===== src/rtl/huffman_decoder.sv =====
// Serial Huffman decoder: 10-entry code table, one coded bit per handshake,
// one-cycle symbol pulses, run completion after a programmed symbol count.
module huffman_decoder #(
    parameter int MAX_LEN = 9,
    parameter int CNT_W   = 9
) (
    input  logic             Clk_in,
    input  logic             nRst,
    input  logic             Code_wr,
    input  logic [3:0]       Code_sym,
    input  logic [3:0]       Code_len,
    input  logic [8:0]       Code_val,
    input  logic             Start,
    input  logic [CNT_W-1:0] Sym_total,
    input  logic             Bit_in,
    input  logic             Bit_valid,
    output logic             Bit_ready,
    output logic [3:0]       Sym_out,
    output logic             Sym_valid,
    output logic [CNT_W-1:0] Sym_count,
    output logic             Fin,
    output logic             Err
);

    localparam logic [3:0] MAXL = 4'(MAX_LEN);

    typedef enum logic [1:0] {IDLE, DECODE, DONE, ERR} state_t;

    state_t             state_q;
    logic [9:0]         tvalid_q;
    logic [3:0]         tlen_q [10];
    logic [8:0]         tval_q [10];
    logic [MAX_LEN-1:0] acc_q;
    logic [3:0]         len_q;
    logic [CNT_W-1:0]   total_q;
    logic [CNT_W-1:0]   sym_count_q;
    logic [3:0]         sym_out_q;
    logic               sym_valid_q;
    logic               fin_q;
    logic               err_q;

    logic               wr_en_d;
    logic [3:0]         n_d;
    logic [MAX_LEN-1:0] acc_d;
    logic [8:0]         mask_d;
    logic [8:0]         acc_m_d;
    logic               hit_d;
    logic [3:0]         hit_sym_d;
    logic [CNT_W-1:0]   count_d;

    assign wr_en_d = (state_q == IDLE) && Code_wr && (Code_sym <= 4'd9) && (Code_len <= MAXL);

    // Descending scan so the lowest matching entry is the one left in hit_sym_d.
    always_comb begin
        n_d       = len_q + 4'd1;
        acc_d     = {acc_q[MAX_LEN-2:0], Bit_in};
        mask_d    = 9'((10'd1 << n_d) - 10'd1);
        acc_m_d   = 9'(acc_d) & mask_d;
        count_d   = sym_count_q + 1'b1;
        hit_d     = 1'b0;
        hit_sym_d = 4'd0;
        for (int k = 9; k >= 0; k--) begin
            if (tvalid_q[k] && (tlen_q[k] == n_d) && ((tval_q[k] & mask_d) == acc_m_d)) begin
                hit_d     = 1'b1;
                hit_sym_d = 4'(k);
            end
        end
    end

    // Length/value are only meaningful behind a set valid bit, so they carry no reset.
    always_ff @(posedge Clk_in) begin
        if (wr_en_d) begin
            tlen_q[Code_sym] <= Code_len;
            tval_q[Code_sym] <= Code_val;
        end
    end

    always_ff @(posedge Clk_in or negedge nRst) begin
        if (!nRst) begin
            state_q     <= IDLE;
            tvalid_q    <= '0;
            acc_q       <= '0;
            len_q       <= '0;
            total_q     <= '0;
            sym_count_q <= '0;
            sym_out_q   <= '0;
            sym_valid_q <= 1'b0;
            fin_q       <= 1'b0;
            err_q       <= 1'b0;
        end else begin
            sym_valid_q <= 1'b0;
            if (wr_en_d)
                tvalid_q[Code_sym] <= (Code_len != 4'd0);
            case (state_q)
                DECODE: begin
                    if (Bit_valid) begin
                        if (hit_d) begin
                            sym_out_q   <= hit_sym_d;
                            sym_valid_q <= 1'b1;
                            sym_count_q <= count_d;
                            acc_q       <= '0;
                            len_q       <= '0;
                            if (count_d == total_q) begin
                                fin_q   <= 1'b1;
                                state_q <= DONE;
                            end
                        end else if (n_d == MAXL) begin
                            err_q   <= 1'b1;
                            state_q <= ERR;
                        end else begin
                            acc_q <= acc_d;
                            len_q <= n_d;
                        end
                    end
                end
                default: begin
                    if (Start) begin
                        sym_count_q <= '0;
                        acc_q       <= '0;
                        len_q       <= '0;
                        err_q       <= 1'b0;
                        total_q     <= Sym_total;
                        if (Sym_total == '0) begin
                            fin_q   <= 1'b1;
                            state_q <= DONE;
                        end else begin
                            fin_q   <= 1'b0;
                            state_q <= DECODE;
                        end
                    end
                end
            endcase
        end
    end

    assign Bit_ready = (state_q == DECODE);
    assign Sym_out   = sym_out_q;
    assign Sym_valid = sym_valid_q;
    assign Sym_count = sym_count_q;
    assign Fin       = fin_q;
    assign Err       = err_q;

endmodule


===== config.mk =====
export PLATFORM = sky130hd
export DESIGN_NAME = huffman_decoder
export DESIGN_NICKNAME = d
export VERILOG_FILES = /design/src/rtl/huffman_decoder.sv
export SDC_FILE = /design/constraint.sdc
export NUM_CORES = 1
export LEC_CHECK = 0
export ABC_CLOCK_PERIOD_IN_PS = 9500
export BUFFER_PORTS_ARGS = -buffer_cell sky130_fd_sc_hd__buf_2
export CAP_MARGIN = 20
export CORE_UTILIZATION = 55
export DETAILED_ROUTE_END_ITERATION = 16
export PLACE_DENSITY = 0.73
export SYNTH_ARGS = -nofsm -noshare
export SYNTH_HDL_FRONTEND = slang
export SYNTH_SLANG_ARGS = --single-unit

===== constraint.sdc =====
create_clock -name Clk_in -period 9.5 [get_ports Clk_in]
set_clock_uncertainty 0.2 [all_clocks]
set_input_delay 0.475 -clock Clk_in [delete_from_list [all_inputs] [get_ports Clk_in]]
set_output_delay 0.475 -clock Clk_in [all_outputs]
set_load 0.05 [all_outputs]

# Word-level counts from Yosys, hierarchy flattened
# Memory sizes are Yosys's and may differ from the RTL's.
# Cells that the tools add are included.
# classes
n_eq_ne,31
n_addsub,3
bitwise_logic,12
shifts,1
n_mux,59
reduce_logical,35
n_lt_le_gt_ge,4
# ops
op,n
$and 9x9->9,11
$eq 9x9->1,11
$mux 4,15
$eq 4x4->1,10
$mux 9,4
$mux 8,4
$mux 1,27
$logic_and 1x1->1,24
$mux 2,7
$reduce_and 4->1,3
$bwmux 10,1
$add 9x1->9 const B,1
$logic_not 9->1,1
$reduce_and 3->1,3
$shl 1x4->9 const A,1
$sub 9x1->9 const B,1
$le 4x4->1 const B,2
$ne 2x1->1 const B,3
$lt 4x5->1 const B,1
$add 4x1->4 const B,1
$demux 1 s4,1
$eq 4x4->1 const B,1
$ge 4x1->1 const B,1
$ne 2x2->1 const B,2
other kinds (9),9
# totals
ff_bits,49
wordCells,157
ram_bits,130
in_bits,32
output_inout_bits,17
n_memories,2
# memory_table
name,words,word_bits,rd,rd_ports_with_merged_regs,wr,line,text
tval_q,10,9,10,0,1,32,logic [8:0] tval_q [10];
tlen_q,10,4,10,0,1,31,logic [3:0] tlen_q [10];

# Longest topological paths before layout
# depth
ltp_word,19
mapped_depth,20
ltp_nobuf,18

# Worst setup path after synthesis
# OpenSTA, ideal clock, no wires.
# synth_path
path_type,register -> register
start,reg len_q[0]
end,"reg sym_count_q[0], in the netlist Sym_count[0]"
setup_time_ns,0.125
period_less_slack_ns,4.437
t_arrival_ns,4.113
setup_slack_ns,5.063
n_path_buf,2
required_time_ns,9.175
stages_incl_launch_ff,18
cell_sequence,dfrtp_1 -> ha_1 -> buf_4 -> nor2_1 -> a211o_1 -> nand3_1 -> ha_1 -> clkbuf_1 -> o2111ai_1 -> a211o_1 -> or4_4 -> a2111oi_4 -> nor4_4 -> nand3_4 -> nand3_2 -> inv_4 -> a21oi_1 -> mux2_2
# synth_between
elab_chain_len,18
word_cells_on_any_way,66
cone_classes,2 x add/sub; 21 x eq/ne; 1 x shift; 10 x mux; 11 x bitwise; 21 x reduce/logical
# synth_lines
item,line,text
"start, declared",34,logic [3:0] len_q;
"start signal, assigned",112,len_q <= n_d;
$add 4x1->4 (*),55,n_d = len_q + 4'd1;
$shl 1x4->9,57,mask_d = 9'((10'd1 << n_d) - 10'd1);
$sub 9x1->9,57,
"$and 9x9->9, on equally long branches","63, 58",
$eq 9x9->1,63,if (tvalid_q[k] && (tlen_q[k] == n_d) && ((tval_q[k] & mask_d) == acc_m_d)) begin
$logic_and 1x1->1,63,
$mux 1 (9 in a row),63,
$mux 1 (*),63,
$ne 2x1->1 (no source line) (*),-,
$reduce_and 3->1 (no source line) (*),-,
"end signal, assigned",100,sym_count_q <= count_d;
"end, declared",36,logic [CNT_W-1:0] sym_count_q;
# Every way passes the cells marked *; elsewhere a longest branch is shown, timed or not.
# A chain may end at the register's enable or synchronous reset.

# Worst setup path after layout
# layout_path
start,reg len_q[0]
end,reg len_q[0]
# layout_between
elab_chain_len,19
word_cells_on_any_way,71
cone_classes,2 x add/sub; 22 x eq/ne; 1 x shift; 14 x mux; 11 x bitwise; 21 x reduce/logical
# layout_lines
item,line,text
$add 4x1->4 (*),55,
$shl 1x4->9,57,
$sub 9x1->9,57,
"$and 9x9->9, on equally long branches","63, 58",
$eq 9x9->1,63,
$logic_and 1x1->1,63,
$mux 1 (10 in a row),63,
$mux 4,97,if (hit_d) begin
$mux 4,96,if (Bit_valid) begin
$mux 4,94,case (state_q)
# Every way passes the cells marked *; elsewhere a longest branch is shown, timed or not. The select of a mux whose other input is x is not followed.

==> results by group <==
Global route
  • Largest net degree at the start of global routing: 50
  • Vias in the first global route: 5565
  • First-pass GRT wire length: 31600 um
  • Total GRT Usage: between 20% and 30%
  • Remaining global-route overflow: 0
  • Initial antenna violation count: 1

Finish
  • FILL cells: 1230
  • Fin area: roughly 10000 um2
  • Area Overhead vs Synth: 12.2%
  • Non-filler instance count after layout: ~950
  • Core Util, Final: between 60% and 70%
  • Net count, final: 758
  • Share of layout cells above drive strength 1: 19.8%

Critical path
  • WS Path Type: reg2reg
  • R2r worst-path depth: 15
  • Flop2flop setup slack: 3.66 ns
  • Critical path launch point type: register
  • Worst r2r src: len_q[0]
  • CP Capture Type: register
  • Req. time, crit path: a little under 10 ns
  • CP max FO: 20
  • Worst reg2reg endpoint: len_q[0]
  • Critical Path AT: ~6.0 ns

Clock network
  • Num CTS Buffers: 17
  • Post-cts resize count: 0
  • CTS H-tree lvls: 4
  • CTS tree: built
  • CTS root buf: clkbuf_16
  • Latest clock arrival within the worst-skew pair: roughly 0.44 ns
  • Clock buffer depth: 2
  • Clock-pin slew on the worst setup and hold paths: 0.07 ns
  • Post-CTS Setup Repair Bufs: 0
  • CTS sink count: between 150 and 200

Floorplanning
  • Die area: 16700 um2
  • Placeable Area: about 16000 um2
  • Die X: ~130 um
  • # rows: 46
  • Die height: between 100 and 150 um
  • Starting Density: between 50% and 60%
  • Ports: 49

STA
  • Unrepaired setup endpoints after global routing: false
  • Final Worst Setup Slack: around 3.7 ns
  • Hold Worst Slack: roughly 0.09 ns
  • Fmax achieved: 171 MHz
  • Tmin final: between 5 and 6 ns
  • Fin. Hold Viols: 0
  • Final Setup Violations: 0
  • Final period util: between 60 and 70%
  • Slew HR: between 20% and 30%
  • Pins Over Slew Limit: 0
  • Final setup TNS: 0 ns
  • Worst slew pin tran: ~1.1 ns

Logic synthesis
  • Yosys cell types: between 70 and 80
  • Seq cells post-synth: 179
  • Syn Area/Cell: 13.2 um2
  • Seq/Total Area, Yosys: 57.8%
  • Post-synth ARST share: between 20% and 30%
  • Main synth FF type: edfxtp_1
  • Gate Count Post-Synth: roughly 670
  • Post-synth EDFFs: 130
  • Syn_nets: just over 700
  • Netlist Area Pre-Place: between 8000 and 9000 um2
  • Ys Warns: 0
  • Synth area leader: edfxtp_1
  • Share of the synthesized area in the top cell type: a little over two fifths
  • Synth area leaders: edfxtp_1 (44%), dfrtp_1 (14%), xnor2_1 (10%)

Place
  • Port Buffers: 48
  • Dpl ws: roughly 3.7 ns
  • RePlAce Congestion: around 0.88
  • DP Cell Count: 915
  • Placed Area: about 9300 um2
  • HPWL after DPL: roughly 14000 um

Hold path
  • Hold path cells: 2
  • Worst Hold Class: in2reg
  • Hold_sp: Sym_total[5]
  • Min-Delay Endpoint: total_q[5]

Status
  • Status: finished clean

Drt
  • DR WL/cell: roughly 21 um
  • Total Routed Length: 20300 um
  • Drt pass-1 iters: 5
  • Vias: 5683
  • Iter 0 DRT Violations: about 600
  • Drt via density: ~6.0
  • Detailed-route DRC error count: 0
  • Antenna Nets Post-Route: 0

Job
  • Max Cap Violations: 0

Power
  • Total Power: between 2 and 3 mW
  • P_leak: 3.53 nW
  • Peak supply drop: between 0.15 and 0.2 mV
  • PwrDens: 282 nW/um2
==> cell families after synthesis <==
kind of cell / Yosys count / synth area share (%)
adder cells (fa/ha/maj): 7 / 0.986
buffers and inverters: 38 / 2.04
AND/OR/NAND/NOR: 148 / 8.89
XOR/XNOR: 147 / 15.1
AO/OA/AOI/OAI: 121 / 11.1
flip-flops: 179 / 57.8
multiplexers: 33 / 4.03
==> sequential cells by signal, indices dropped and copies added, names as in the netlist <==
register   count
tlen_q        40
Sym_valid      1
tvalid_q      10
acc_q          8
Fin            1
len_q          4
Sym_count      9
tval_q        90
Err            1
state_q        2
Sym_out        4
total_q        9
==> how the worst max path moves through the flow <==
stage,slack (ns),from,endpoint,depth (start not counted)
detailed placement,3.69,len_q[0],len_q[0],15
floorplan,5.06,len_q[0],Sym_count[0],17
CTS,3.65,len_q[0],len_q[0],15
global route,3.25,len_q[0],len_q[0],15
global placement,3.89,len_q[0],len_q[0],15
finish,3.66,len_q[0],len_q[0],15
==> synthesized netlist by cell type, types with 5 or more instances <==
master,n
inv_1,8
ha_1,7
clkbuf_1,13
dfrtp_1,49
nand4_1,5
o211ai_1,6
o22ai_1,11
mux2_2,21
nand3_1,13
a21oi_1,20
edfxtp_1,130
nand2b_1,6
xnor2_1,101
nand2_1,30
nor4_1,7
a22o_1,10
o2111ai_1,11
nor2_1,43
o21ai_0,9
xor2_1,40
a2111oi_2,6
buf_2,8
mux2i_1,11
nor3_1,13
==> final cells by class <==
type                       instances  area (um2)  area share, %
tap                              216         270           2.71
inverter                           9        36.3          0.364
clock buffer                      17         425           4.27
multi-input combinational        456        3600           36.1
sequential                       179        5130           51.5
antenna                            1        2.50         0.0251
clock inverter                    15         196           1.97
timing repair buffer              56         303           3.04
==> critical path, stage by stage, from the launching register on <==
cell and delay [ns]:
dfrtp_1 0.84, ha_1 0.58, and2_4 0.27, a211o_1 0.18, nand3_1 0.30, ha_1 0.35, inv_1 0.17, nor3_1 0.13
o31ai_1 0.41, a32oi_4 0.25, o22ai_1 0.38, a2111oi_4 0.11, nor4_4 0.42, nand3_4 0.16, o31ai_2 0.73, mux2_2 0.28
==> cell usage in the layout (no fill, tap or decap), types with 13 or more instances in the layout <==
cell	instances
buf_2	48
a21oi_1	20
xnor2_1	101
dfrtp_1	49
nand2_1	30
mux2_2	21
clkbuf_16	17
nand3_1	13
nor2_1	40
xor2_1	40
edfxtp_1	130
==> power breakdown <==
| part | total [mW] | internal, mW | switching (mW) |
|---|---|---|---|
| registers | 1.04 | 0.902 | 0.139 |
| clock network | 0.740 | 0.423 | 0.318 |
| logic | 1.03 | 0.397 | 0.630 |
| total | 2.81 | 1.72 | 1.09 |
==> routing by layer <==
layer / vias up / GRT usage [%] / routed length (um)
met5: - / 0 / 0
met4: 0 / 10.9 / 605
met3: 42 / 6.65 / 1600
met2: 246 / 39.0 / 9070
met1: 2796 / 37.2 / 9020
li1: 2599 / - / -
==> timing repair <==
action	4_1_cts	5_1_grt
endpoints found under the setup margin	0	0
endpoints found under the hold margin	49	0
hold buffers	1	0
No activity file was read; power rests on OpenSTA's default activity.
